[src/rtl/rvsteel_stream_loader.sv]
// Packs a byte stream little-endian into 32-bit words and writes them to the bus from BASE_ADDRESS.
// Optional readback check of every written word is enabled by defining LOADER_VERIFY_EN.
module rvsteel_stream_loader #(
   parameter logic [31:0] BASE_ADDRESS = 32'h0000_0000,
   parameter int          LOAD_SIZE    = 8192
) (
   input  logic        clock,
   input  logic        reset,
   input  logic        start,
   output logic        busy,
   output logic        done,
   output logic        error,
   output logic [31:0] error_address,
   input  logic [7:0]  in_data,
   input  logic        in_valid,
   output logic        in_ready,
   output logic [31:0] rw_address,
   output logic [31:0] write_data,
   output logic [3:0]  write_strobe,
   output logic        write_request,
   input  logic        write_response,
   input  logic [31:0] read_data,
   output logic        read_request,
   input  logic        read_response
);

   typedef enum logic [2:0] {
      IDLE    = 3'd0,
      COLLECT = 3'd1,
      WRITE   = 3'd2,
`ifdef LOADER_VERIFY_EN
      VERIFY  = 3'd3,
`endif
      FINISH  = 3'd4
   } state_t;

   state_t      state_q, state_d;
   logic [31:0] addr_q, addr_d;
   logic [31:0] data_q, data_d;
   logic [31:0] cnt_q, cnt_d;
   logic        done_q, done_d;
   logic        word_ok;
`ifdef LOADER_VERIFY_EN
   logic        err_q, err_d;
   logic [31:0] err_addr_q, err_addr_d;
`endif

   always_ff @(posedge clock or negedge reset) begin
      if (!reset) begin
         state_q    <= IDLE;
         addr_q     <= 32'd0;
         data_q     <= 32'd0;
         cnt_q      <= 32'd0;
         done_q     <= 1'b0;
`ifdef LOADER_VERIFY_EN
         err_q      <= 1'b0;
         err_addr_q <= 32'd0;
`endif
      end else begin
         state_q    <= state_d;
         addr_q     <= addr_d;
         data_q     <= data_d;
         cnt_q      <= cnt_d;
         done_q     <= done_d;
`ifdef LOADER_VERIFY_EN
         err_q      <= err_d;
         err_addr_q <= err_addr_d;
`endif
      end
   end

   always_comb begin
      state_d    = state_q;
      addr_d     = addr_q;
      data_d     = data_q;
      cnt_d      = cnt_q;
      done_d     = done_q;
      word_ok    = 1'b0;
`ifdef LOADER_VERIFY_EN
      err_d      = err_q;
      err_addr_d = err_addr_q;
`endif
      case (state_q)
         IDLE, FINISH: begin
            if (start) begin
               state_d    = COLLECT;
               addr_d     = BASE_ADDRESS;
               data_d     = 32'd0;
               cnt_d      = 32'd0;
               done_d     = 1'b0;
`ifdef LOADER_VERIFY_EN
               err_d      = 1'b0;
               err_addr_d = 32'd0;
`endif
            end
         end
         COLLECT: begin
            if (in_valid) begin
               // Shifting in from the top leaves the first byte in [7:0] after four bytes.
               data_d = {in_data, data_q[31:8]};
               cnt_d  = cnt_q + 32'd1;
               if (cnt_q[1:0] == 2'd3) state_d = WRITE;
            end
         end
         WRITE: begin
            if (write_response) begin
`ifdef LOADER_VERIFY_EN
               state_d = VERIFY;
`else
               word_ok = 1'b1;
`endif
            end
         end
`ifdef LOADER_VERIFY_EN
         VERIFY: begin
            if (read_response) begin
               if (read_data != data_q) begin
                  err_d      = 1'b1;
                  err_addr_d = addr_q;
                  done_d     = 1'b1;
                  state_d    = FINISH;
               end else begin
                  word_ok = 1'b1;
               end
            end
         end
`endif
         default: state_d = IDLE;
      endcase

      if (word_ok) begin
         addr_d = addr_q + 32'd4;
         if (cnt_q == 32'(LOAD_SIZE)) begin
            state_d = FINISH;
            done_d  = 1'b1;
         end else begin
            state_d = COLLECT;
         end
      end
   end

   assign busy          = (state_q == COLLECT) || (state_q == WRITE)
`ifdef LOADER_VERIFY_EN
                          || (state_q == VERIFY)
`endif
                          ;
   assign done          = done_q;
   assign in_ready      = (state_q == COLLECT);
   assign rw_address    = addr_q;
   assign write_data    = data_q;
   assign write_request = (state_q == WRITE);
   assign write_strobe  = (state_q == WRITE) ? 4'b1111 : 4'b0000;

`ifdef LOADER_VERIFY_EN
   assign read_request  = (state_q == VERIFY);
   assign error         = err_q;
   assign error_address = err_addr_q;
`else
   logic unused_read;
   assign unused_read   = ^{read_data, read_response};
   assign read_request  = 1'b0;
   assign error         = 1'b0;
   assign error_address = 32'd0;
`endif

endmodule

[config.mk]
export PLATFORM = sky130hd
export DESIGN_NAME = rvsteel_stream_loader
export DESIGN_NICKNAME = d
export VERILOG_FILES = /design/src/rtl/rvsteel_stream_loader.sv
export SDC_FILE = /design/constraint.sdc
export NUM_CORES = 1
export LEC_CHECK = 0
export CORE_MARGIN = 4
export CORE_UTILIZATION = 50
export CTS_BUF_LIST = sky130_fd_sc_hd__clkbuf_4 sky130_fd_sc_hd__clkbuf_8
export CTS_CLUSTER_SIZE = 40
export DETAILED_ROUTE_END_ITERATION = 8
export HOLD_SLACK_MARGIN = 0.12
export PLACE_DENSITY = 0.84
export SYNTH_ARGS = -nofsm -noshare
export SYNTH_HDL_FRONTEND = slang
export SYNTH_SLANG_ARGS = --single-unit
[constraint.sdc]
create_clock -name clock -period 5.1 [get_ports clock]
set_clock_uncertainty 0.2 [all_clocks]
set_input_delay 1.02 -clock clock [delete_from_list [all_inputs] [get_ports clock]]
set_output_delay 1.02 -clock clock [all_outputs]
set_load 0.01 [all_outputs]
==> flow_summary.toml <==
[grt]
grt_use_total_pct = 19.0
grt_start_max_net_pins = 61
grt_remaining_overflow = 0
antenna_found_initial = 0
grt_pass1_wl_um = 19900
grt_pass1_vias = 4072

[min_path]
hold_path_class = "reg -> reg"
hold_depth = 2
min-delay-start = "done"
holdPathEnd = "done"

[sta]
whs_ns = 0.283
report.final.slew_viol_count = 0
rsz0062_at_grt = "no"
tightestPinTransition_ns = 1.28
fin_crit_sh_pct = 67.4
fin_crit_ns = 3.44
setup_violations = 0
relSlewSlack_pct = 14.4
finalSetupTns_ns = 0
hold_viol_final = 0
fmax_mhz = 291

[cts]
insertion_delay_ns = 0.36
cts-resized-gates = 0
cts.sinks = 98
htreeDepth = 3
root_buffer = "clkbuf_8"
holdBufCountCts = 0
cts_tree = "done"
path_clk_slew_ns = 0.10
cts_buffer_depth = 2
post_cts_buffers = 0
numCtsBuffers = 9

[cells_and_area]
layout_commonest_cell = "nand2_1"
final_cell_mix = "nand2_1, dfrtp_1, clkdlybuf4s50_1"
drive_above_1_share_pct = 7.01
num_antenna_cells = 0
layout.cells.non_filler = 778
area_growth_pct = 17.1
fill_cells = 865
nNetsFinal = 686

[route]
drt-total-wl_um = 11900
routedWlPerCell_um = 15.3
postRouteAntennaNets = 0
num_vias = 4419
viasPerCell = 5.68
drt_iter0_drc = 335
drt_pass1_iterations = 6
drc = 0

[setup_path]
critPathArrivalTime_ns = 3.48
crit_required_ns = 5.15
worstReg2RegStart = "state_q[0]"
crit_fanout = 38
crit_type = "in -> reg"
startpoint_type = "primary input"
rr_worst_depth = 5
timing.rr.end = "cnt_q[21]"
worst_setup_path_end_kind = "register"
rrSetupSlack_ns = 2.24

[placed_design]
routabilityCongestion = 0.824
io_buffer_count = 82
place_hpwl_um = 8070
dp_cells = 762

[pwr]
p_clk_share_pct = 21.4
peakVddDrop_uv = 277
seqPwrFrac_pct = 43.8
power_density_nw_per_um2 = 378
power_switching_w = 0.000870
switching_share_pct = 37.4
internal_power_w = 0.00146
p_leak_nw = 2.85
combinationalPowerShare_pct = 34.8

[floorplanning]
rows = 37
die_area_sq_um = 12200
die_width_um = 111
die_y_um = 111
start_util_pct = 51.1
io_pins = 152
core_area_sq_um = 10300

[synthesis]
synth_cell_types = 59
synth-edff-count = 0
async_flop_share_pct = 100
syn_avg_cell_area_sq_um = 9.12
syn_inst = 576
yosys_warnings = 0
ys_ff_latch = 98
synthesis.area_sq_um = 5260
ys_seq_area_share_pct = 46.7
synth_ff_type = "dfrtp_1"

[status]
outcome = "finished clean"

[flow_run]
maxCapViolations = 0
-- metal layers --
| layer | GRT usage, % | vias to the layer above | part of all wire [%] |
|---|---|---|---|
| met5 | 0 | - | 0 |
| met4 | 5.67 | 0 | 1.3 |
| met3 | 3.23 | 15 | 5.2 |
| met2 | 31.4 | 147 | 50 |
| met1 | 25.9 | 2173 | 44 |
| li1 | - | 2084 | - |
-- worst max-delay path, stage by stage --
cell	delay, ns
clkdlybuf4s50_1	0.47
and4bb_2	0.25
buf_4	0.24
o21ai_1	1.02
nor3_1	0.16
mux2_2	0.32
-- worst max-delay path by stage --
stage / startpoint / end / slack [ns]
after floorplan: start / cnt_q[13] / 2.53
after global placement: in_valid / cnt_q[21] / 1.36
after detailed placement: in_valid / cnt_q[21] / 1.27
after CTS: in_valid / cnt_q[21] / 1.66
after global routing: in_valid / cnt_q[21] / 1.57
final: in_valid / cnt_q[21] / 1.66
-- layout make-up --
type	instances	area, sq um	area share [%]
Clock inverter	6	57.6	0.935
Tap cell	136	170	2.76
Timing Repair Buffer	88	863	14.0
Multi-Input combinational cell	430	2440	39.6
Inverter	10	37.5	0.610
Clock buffer	10	138	2.24
Sequential cell	98	2450	39.8
-- kinds of logic (layout without fill, tap and decap cells) --
family	count (synthesis)	after routing	synth area share (%)
AOI/OAI and AO/OA	63	63	8.26
xor gates and xnor gates	7	7	1.17
adders and majority gates	3	3	0.714
buffers and inverters	83	114	9.55
DFF	98	98	46.7
muxes	28	28	5.36
other	1	36	0.0714
and+or+nand+nor	293	293	28.2
-- cell usage after synthesis (2+ instances only) --
library cell	count	area share [%]
nand2_1	122	8.7
dfrtp_1	98	47
nand3_1	55	5.2
buf_4	40	5.7
mux2i_1	27	5.1
nor2_1	25	1.8
nand4_1	23	2.7
a21oi_1	17	1.6
clkbuf_1	15	1.1
o21ai_0	13	1.2
and3_1	11	1.3
inv_1	10	0.71
or4_1	10	1.4
o31ai_1	9	1.3
nor4_1	8	0.95
buf_1	6	0.43
buf_2	6	0.57
nand2b_1	6	0.71
nor3_1	5	0.48
or3_1	5	0.60
a22o_1	4	0.67
a31o_2	4	0.67
nor4_2	4	0.95
xnor2_1	4	0.67
and3_2	3	0.43
and4_1	3	0.50
ha_1	3	0.71
nand4b_1	3	0.50
xor2_1	3	0.50
buf_6	2	0.43
clkbuf_2	2	0.19
nand4bb_1	2	0.43
o311ai_0	2	0.33
-- power groups by stage --
| stage | clock, W | combinational, W | sequential, W |
|---|---|---|---|
| detailed placement | 0 | 0.000814 | 0.00103 |
| global placement | 0 | 0.000792 | 0.00102 |
| CTS | 0.000507 | 0.000818 | 0.00102 |
| global route | 0.000539 | 0.000887 | 0.00104 |
| floorplan | 0 | 0.000439 | 0.00104 |
| finish | 0.000499 | 0.000810 | 0.00102 |
-- metrics by stage --
step                      power, W  cell area [sq um]  util (%)  worst slack (ns)
after floorplan            0.00148               5390         -              2.53
after global placement     0.00181               5960      58.0              1.36
after detailed placement   0.00185               5960      58.0              1.27
after CTS                  0.00234               6160      59.9              1.66
after global routing       0.00246               6160      59.9              1.57
final                      0.00233               6160      59.9              1.66
-- registers in the layout, indices dropped and copies added, names as in the netlist --
register and cells:
cnt_q 32, write_data 32, rw_address 30, state_q 3, done 1
Power figures use the tool's default switching activity.
